`src/rtl/logic_cluster_pkg.sv`:
```
// Shared types and constants for the reconfigurable logic cluster.
// Holds the loader state encoding and the per-cell config layout.
package logic_cluster_pkg;

  typedef enum logic [1:0] {
    UNCONF = 2'd0,
    LOAD   = 2'd1,
    ACTIVE = 2'd2
  } state_e;

  localparam int CELL_CFG_BITS = 19;

  localparam int LUT_LSB  = 0;
  localparam int QDS_BIT  = 16;
  localparam int EN_BIT   = 17;
  localparam int INIT_BIT = 18;

  // Field order mirrors the bit layout, MSB first.
  typedef struct packed {
    logic        init;
    logic        en_use;
    logic        qds;
    logic [15:0] lut;
  } cell_cfg_t;

  function automatic int nwords(input int num_cells, input int cfg_w);
    return (num_cells * CELL_CFG_BITS + cfg_w - 1) / cfg_w;
  endfunction

endpackage

```
`src/rtl/logic_cluster_cell.sv`:
```
// One logic cell: LUT4 from the live config plus a D flip-flop
// with data select, enable, synchronous set and load-on-swap.
module logic_cluster_cell
  import logic_cluster_pkg::*;
(
  input  logic      clk,
  input  logic      rst_n,
  input  cell_cfg_t cfg,
  input  logic      swap,
  input  logic      new_init,
  input  logic      active,
  input  logic [3:0] lut_in,
  input  logic      qdi,
  input  logic      qen,
  input  logic      qst,
  output logic      tz,
  output logic      qz
);

  logic lut_o;
  logic d;
  logic en;
  logic q;

  assign lut_o = cfg.lut[lut_in];
  assign tz    = active & lut_o;
  assign d     = cfg.qds ? qdi : lut_o;
  assign en    = !cfg.en_use || qen;
  assign qz    = q;

  // Swap takes INIT from the incoming config, not the live one.
  always_ff @(posedge clk or negedge rst_n) begin
    if (!rst_n) begin
      q <= 1'b0;
    end else if (swap) begin
      q <= new_init;
    end else if (!active) begin
      q <= 1'b0;
    end else if (qst) begin
      q <= 1'b1;
    end else if (en) begin
      q <= d;
    end
  end

endmodule

```
`src/rtl/logic_cluster_cfg.sv`:
```
// Logic cluster with a word-wide config loader into a shadow buffer
// that is swapped atomically into the live configuration.
module logic_cluster_cfg
  import logic_cluster_pkg::*;
#(
  parameter int NUM_CELLS = 8,
  parameter int CFG_W     = 8
) (
  input  logic                   QCK,
  input  logic                   QRT,
  input  logic                   cfg_start,
  input  logic [CFG_W-1:0]       cfg_data,
  input  logic                   cfg_valid,
  output logic                   cfg_ready,
  output logic                   cfg_done,
  output logic                   active,
  input  logic [4*NUM_CELLS-1:0] lut_in,
  input  logic [NUM_CELLS-1:0]   qdi,
  input  logic [NUM_CELLS-1:0]   qen,
  input  logic [NUM_CELLS-1:0]   qst,
  output logic [NUM_CELLS-1:0]   tz,
  output logic [NUM_CELLS-1:0]   qz
);

  localparam int TOTAL  = NUM_CELLS * CELL_CFG_BITS;
  localparam int NWORDS = nwords(NUM_CELLS, CFG_W);
  localparam int BUF_W  = NWORDS * CFG_W;
  localparam int CNT_W  = $clog2(NWORDS + 1);

  localparam logic [CNT_W-1:0] LAST_WORD = CNT_W'(NWORDS - 1);

  state_e           state;
  logic [CNT_W-1:0] cnt;
  logic [BUF_W-1:0] shadow;
  logic [BUF_W-1:0] shadow_nxt;
  logic [TOTAL-1:0] live;
  logic             accept;
  logic             swap;

  assign cfg_ready = (state == LOAD);
  // A word coinciding with cfg_start is dropped.
  assign accept    = cfg_valid && cfg_ready && !cfg_start;
  assign swap      = accept && (cnt == LAST_WORD);

  always_comb begin
    shadow_nxt = shadow;
    if (accept) begin
      shadow_nxt[int'(cnt) * CFG_W +: CFG_W] = cfg_data;
    end
  end

  always_ff @(posedge QCK or negedge QRT) begin
    if (!QRT) begin
      state    <= UNCONF;
      cnt      <= '0;
      shadow   <= '0;
      live     <= '0;
      active   <= 1'b0;
      cfg_done <= 1'b0;
    end else begin
      shadow   <= shadow_nxt;
      cfg_done <= swap;
      if (swap) begin
        live <= shadow_nxt[TOTAL-1:0];
      end
      if (cfg_start) begin
        state <= LOAD;
        cnt   <= '0;
      end else if (swap) begin
        state  <= ACTIVE;
        active <= 1'b1;
      end else if (accept) begin
        cnt <= cnt + CNT_W'(1);
      end
    end
  end

  for (genvar i = 0; i < NUM_CELLS; i++) begin : g_cell
    logic_cluster_cell u_cell (
      .clk      (QCK),
      .rst_n    (QRT),
      .cfg      (cell_cfg_t'(live[i*CELL_CFG_BITS +: CELL_CFG_BITS])),
      .swap     (swap),
      .new_init (shadow_nxt[i*CELL_CFG_BITS + INIT_BIT]),
      .active   (active),
      .lut_in   (lut_in[4*i +: 4]),
      .qdi      (qdi[i]),
      .qen      (qen[i]),
      .qst      (qst[i]),
      .tz       (tz[i]),
      .qz       (qz[i])
    );
  end

endmodule

```
`config.mk`:
```
export PLATFORM = sky130hd
export DESIGN_NAME = logic_cluster_cfg
export DESIGN_NICKNAME = d
export VERILOG_FILES = /design/src/rtl/logic_cluster_pkg.sv /design/src/rtl/logic_cluster_cell.sv /design/src/rtl/logic_cluster_cfg.sv
export SDC_FILE = /design/constraint.sdc
export NUM_CORES = 1
export LEC_CHECK = 0
export BUFFER_PORTS_ARGS = -buffer_cell sky130_fd_sc_hd__buf_2
export CAP_MARGIN = 0
export CORE_ASPECT_RATIO = 2
export CORE_MARGIN = 10
export CORE_UTILIZATION = 53
export DETAILED_ROUTE_END_ITERATION = 8
export MAX_ROUTING_LAYER = met4
export PLACE_DENSITY = 0.69
export SYNTH_ARGS = -nofsm -noshare
export SYNTH_HDL_FRONTEND = slang
export SYNTH_SLANG_ARGS = --single-unit
export TNS_END_PERCENT = 30
```
`constraint.sdc`:
```
create_clock -name QCK -period 7.22 [get_ports QCK]
set_clock_uncertainty 0.05 [all_clocks]
set_input_delay 1.444 -clock QCK [delete_from_list [all_inputs] [get_ports QCK]]
set_output_delay 1.444 -clock QCK [all_outputs]
set_load 0.02 [all_outputs]
```
Word-level counts from Yosys, hierarchy flattened
Index checks and enable logic that the tools add are counted.

operators by class
  $add $sub $neg = 2
  order comparisons = 8
  equal/unequal tests = 11
  shift operators = 2
  muxes and demuxes = 63
  bitwise logic cells = 9
  reductions and logical operators = 24

operator list
  operator                                                    number
  bitwise mux 152 bit                                         1
  2-to-1 mux 152 bit                                          1
  variable shift 8 x 33 -> 152 bit, first input constant      1
  indexed part select 8 x 33 -> 152 bit                       1
  2-to-1 mux 1 bit                                            48
  less-than comparator 4 x 5 -> 1 bit, second input constant  8
  negation 8 -> 33 bit                                        1
  binary-select mux 1 bit (select 4 bit)                      8
  != test 4 x 1 -> 1 bit, second input constant               8
  2-to-1 mux 5 bit                                            3
  zero test 1 bit                                             9
  AND 1 bit                                                   8
  logical OR 1 bit                                            8
  adder 5 x 1 -> 5 bit, second input constant                 1
  == test 5 bit, second input constant                        1
  2-to-1 mux 2 bit                                            2
  AND reduction 2 bit                                         2
  nonzero test 2 bit                                          2
  logical AND 1 bit                                           3
  == test 2 x 1 -> 1 bit, second input constant               1
  != test 2 bit, second input constant                        1
  NOT 1 bit                                                   1

storage, ports and cells
  register bits after elaboration = 320
  input port bits = 68
  output and inout bits = 19
  logic and storage cells = 133

Logic depth before layout (Yosys ltp)
  depth after elaboration = 7
  mapped depth = 13
  depth with buffers taken out = 10

Hierarchy
A second synthesis with hierarchy kept.

unflattened totals
  cell total of the unflattened synthesis = 1169
  area, all modules = 14258.7 um^2

modules (own cells, without submodules)
  module              instances  cells an instance  area an instance (um^2)  seq. area each (um^2)
  logic_cluster_cfg   1          1009               12467.0                  7832.5
  logic_cluster_cell  8          20                 224.0                    25.0

Worst setup path after synthesis
No wires, ideal clock.

  kind = input -> output
  from = input lut_in[8]
  to = output tz[2]
  arrival time = 2.525 ns
  data required time = 5.726 ns
  path slack = 3.201 ns
  stages = 5
  buffers on the path = 1
  cell sequence = mux4_2 > mux2_2 > mux2i_1 > nor2_1 > buf_4

on the way
  word-level cells in the longest chain between the ends = 3

RTL lines
  what                                    RTL line                  text
  start, declared                         logic_cluster_cfg.sv:17   input logic [4*NUM_CELLS-1:0] lut_in,
  binary-select mux 1 bit (select 4 bit)  logic_cluster_cell.sv:25  assign lut_o = cfg.lut[lut_in];
  2-to-1 mux 1 bit (implied by the code)  logic_cluster_cell.sv:25
  AND 1 bit                               logic_cluster_cell.sv:26  assign tz = active & lut_o;
  end, declared                           logic_cluster_cfg.sv:21   output logic [NUM_CELLS-1:0] tz,

Every way passes these cells. The select of a mux whose other input is x is not followed.

Worst setup path after layout
Same ends and word-level chain as after synthesis.

==> metrics.md <==
| Metric | Value |
|---|---|
| Status | finished clean |
| End-of-flow core utilization | 0.594 |
| Syn_nets | roughly 1300 |
| Critical path type | in2out |
| Gate Count Post-Synth | around 1200 |
| Root Buffer | clkbuf_16 |
| Initial antenna violation count | 2 |
| CTS clock-pin slew for the worst setup and hold paths | roughly 0.060 ns |
| IO buf count | 86 |
| Vias per cell | approximately 5.7 |
| Die width | approximately 140 µm |
| TritonCTS clock tree | built |
| H-tree depth | 1 |
| Leakage power | between 8 and 9 nW |
| P per Cell Area | about 230 nW/µm² |
| GP Congestion | between 0.9 and 1 |
| # Post-CTS Setup Buffers | 0 |
| Hold EP | shadow[2] |
| Worst hold start | shadow[2] |
| Post-DP HPWL | 25400 µm |
| Top cell by count, worst path | buf_2 |
| Final net count | 1312 |
| Delay of the slowest critical-path stage | 0.51 ns |
| CTS Buf Count | 27 |
| Post-DRT Antenna Nets | 0 |
| Setup TNS | 0 ns |
| Fmax | between 200 and 250 MHz |
| CP startpoint kind | input port |
| Max-cap viol count | 0 |
| RSZ-0062 raised after global routing | false |
| Setup-failing EPs final | 0 |
| HP Class | reg2reg |
| Post-Layout Cell Count | roughly 1600 |
| Core ar. | between 20000 and 30000 µm² |
| Final Cycle Share | 0.623 |
| 1st-iter DRT viols | just over 700 |
| Arr. time, crit path | ~3.0 ns |
| Crit path max fanout | 4 |
| EDFF count, synth | 0 |
| Worst hold stages | 2 |
| DP Cell Count | ~1600 |
| Hold Vio Cnt, Final | 0 |
| Critical Path End Type | primary output |
| Sink Count | 313 |
| Full die area | ~34000 µm² |
| Drt first pass iters | 5 |
| Die height | around 250 µm |
| IO Count | 87 |
| Initial core utilization | 0.537 |
| Setup ws final | ~2.7 ns |
| Sequential share of the synthesized area | 0.555 |
| Worst Tran Pin Value | 1.02 ns |
| WL/cell | about 22 µm |
| Number of global-route vias before repair | between 9000 and 10000 |
| Max-slew violation count | 0 |
| # rows | between 80 and 90 |
| Syn_area_per_cell | 11.9 µm² |
| Grt total ovfl | 0 |
| Synthesized area | approximately 14000 µm² |
| First-pass GRT wire length | roughly 55000 µm |
| Synth Flop Type | dfrtp_1 |
| R2r setup slk | 2.88 ns |
| Worst VDD drop | between 0.15 and 0.2 mV |
| Final WL | around 36000 µm |
| Worst-path cell chain | buf_2, mux4_2, mux2_2, mux2i_1, nor2_1, buf_2 |
| Layout area overhead | 10.7% |
| Hold Buf Count CTS | 0 |
| Via Count | between 9000 and 10000 |
| R2r worst-path depth | 11 |
| Clock tree buffer depth | 3 |
| Clock period minus worst slack | 4.50 ns |
| Share of cells above drive strength 1 | 0.300 |
| Resize count post-CTS | 0 |
| Gr usage total | 0.216 |
| DP Worst Slack | roughly 2.7 ns |
| Clk Latency, worst-skew pair | 0.55 ns |
| WP data required | 5.73 ns |
| DRC | 0 |
| Worst path slowest cell | mux4_2 |
| Worst Setup SP | lut_in[8] |
| Fill cells | between 2000 and 2500 |
| Largest net degree at the start of global routing | around 140 |
| Distinct cells, synth | 63 |
| FF-to-FF End | live[35] |
| Synth warn | 0 |
| Slew margin rel. | 0.321 |
| Register bit total from synthesis | ~310 |
| Async SR Flop Fraction | 1.00 |
| RR Startpoint | cnt[0] |
[worst max-delay path: cells and delay by family]
kind | cells | cell delay [ns]
AND/OR/NAND/NOR | 1 | 0.08
multiplexers | 3 | 1.14
buffers and inverters | 2 | 0.34
[cell families (layout without fill, tap and decap cells)]
group | count (synthesis) | count (layout) | share of synthesized area
xor+xnor | 5 | 5 | 0.00311
flops | 313 | 313 | 0.555
fa+ha+maj | 4 | 4 | 0.00355
other cells | 0 | 3 | 0
mux | 244 | 244 | 0.215
simple gates | 404 | 404 | 0.132
buf+inv | 97 | 174 | 0.0329
compound gates | 116 | 116 | 0.0582
[registers in the layout (all words and copies together) (netlist names)]
name,flops
live,144
g_cell.u_cell.qz,8
cnt,5
cfg_done,1
state,2
shadow,152
active,1
[cells in the mapped netlist, types with 3 or more instances]
master / n / area (µm²)
inv_1: 31 / 116
o311ai_0: 3 / 26.3
a31oi_1: 20 / 125
mux4_2: 28 / 631
mux2i_1: 32 / 320
xnor2_1: 3 / 26.3
a21oi_1: 13 / 65.1
o211ai_2: 3 / 37.5
nand4_1: 3 / 18.8
o211ai_1: 4 / 30.0
and2_1: 7 / 43.8
buf_4: 17 / 128
a211oi_1: 4 / 30.0
or2_2: 13 / 81.3
ha_1: 4 / 50.1
nor3_1: 16 / 80.1
o21ai_1: 4 / 20.0
nand2_1: 207 / 777
and3_1: 13 / 81.3
o31a_1: 5 / 43.8
mux2_2: 182 / 2050
nand2b_1: 11 / 68.8
a22o_1: 4 / 35.0
dfrtp_1: 313 / 7830
o21ai_0: 37 / 185
nor2b_1: 11 / 68.8
o21a_1: 3 / 22.5
buf_2: 22 / 110
clkbuf_1: 19 / 71.3
buf_1: 5 / 18.8
nor2_1: 83 / 312
nand3_1: 19 / 95.1
[layer usage]
layer | wire (µm) | global-route usage | share of wire | up-vias
met1 | 13500 | 0.244 | 0.38 | 4685
met4 | 1740 | 0.102 | 0.049 | 0
li1 | - | - | - | 4218
met5 | 0 | - | 0 | -
met2 | 18900 | 0.368 | 0.53 | 214
met3 | 1370 | 0.0301 | 0.039 | 100
[worst max path at each step]
stage          slack (ns)        end  cells past startpoint
2_1_floorplan        3.20      tz[2]                      5
3_3_place_gp         2.73      tz[2]                      6
3_5_place_dp         2.70      tz[2]                      6
4_1_cts              2.70      tz[2]                      6
5_1_grt              2.58  live[135]                     11
6_report             2.72      tz[2]                      6
[layout make-up]
| cell class | instances | area [µm²] | area share |
|---|---|---|---|
| Clock buffer | 38 | 757 | 0.0485 |
| Sequential cell | 313 | 7830 | 0.502 |
| Inverter | 32 | 123 | 0.00785 |
| Multi-Input combinational cell | 773 | 5800 | 0.372 |
| Clock inverter | 11 | 140 | 0.00898 |
| Antenna cell | 3 | 7.51 | 0.000481 |
| Timing Repair Buffer | 93 | 518 | 0.0332 |
| Tap cell | 344 | 430 | 0.0276 |
[per-stage QoR]
step	total power [mW]	hold slack (ns)	area [µm²]
6_report	3.55	0.414	15600
5_1_grt	3.67	0.436	15600
4_1_cts	3.57	0.418	15600
3_5_place_dp	2.08	0.401	14700
3_3_place_gp	2.08	0.393	14700
2_1_floorplan	1.96	0.382	14100
[power by group]
| group | total, mW | switching (mW) | leakage [nW] | internal, mW |
|---|---|---|---|---|
| registers | 1.79 | 0.00999 | 4.33 | 1.78 |
| clock network | 1.50 | 0.658 | 0.428 | 0.840 |
| logic | 0.262 | 0.189 | 3.24 | 0.0725 |
[cell usage in the layout, fill, tap and decap left out, drive strengths merged, types with 16 or more instances in the layout]
cell type  instances
mux4              28
dfrtp            313
mux2             184
a31oi             20
inv               32
clkbuf            38
o21ai             41
nand3             21
mux2i             32
nand2            207
nor2              83
buf               93
nor3              16
(Power assumes the default switching activity.)
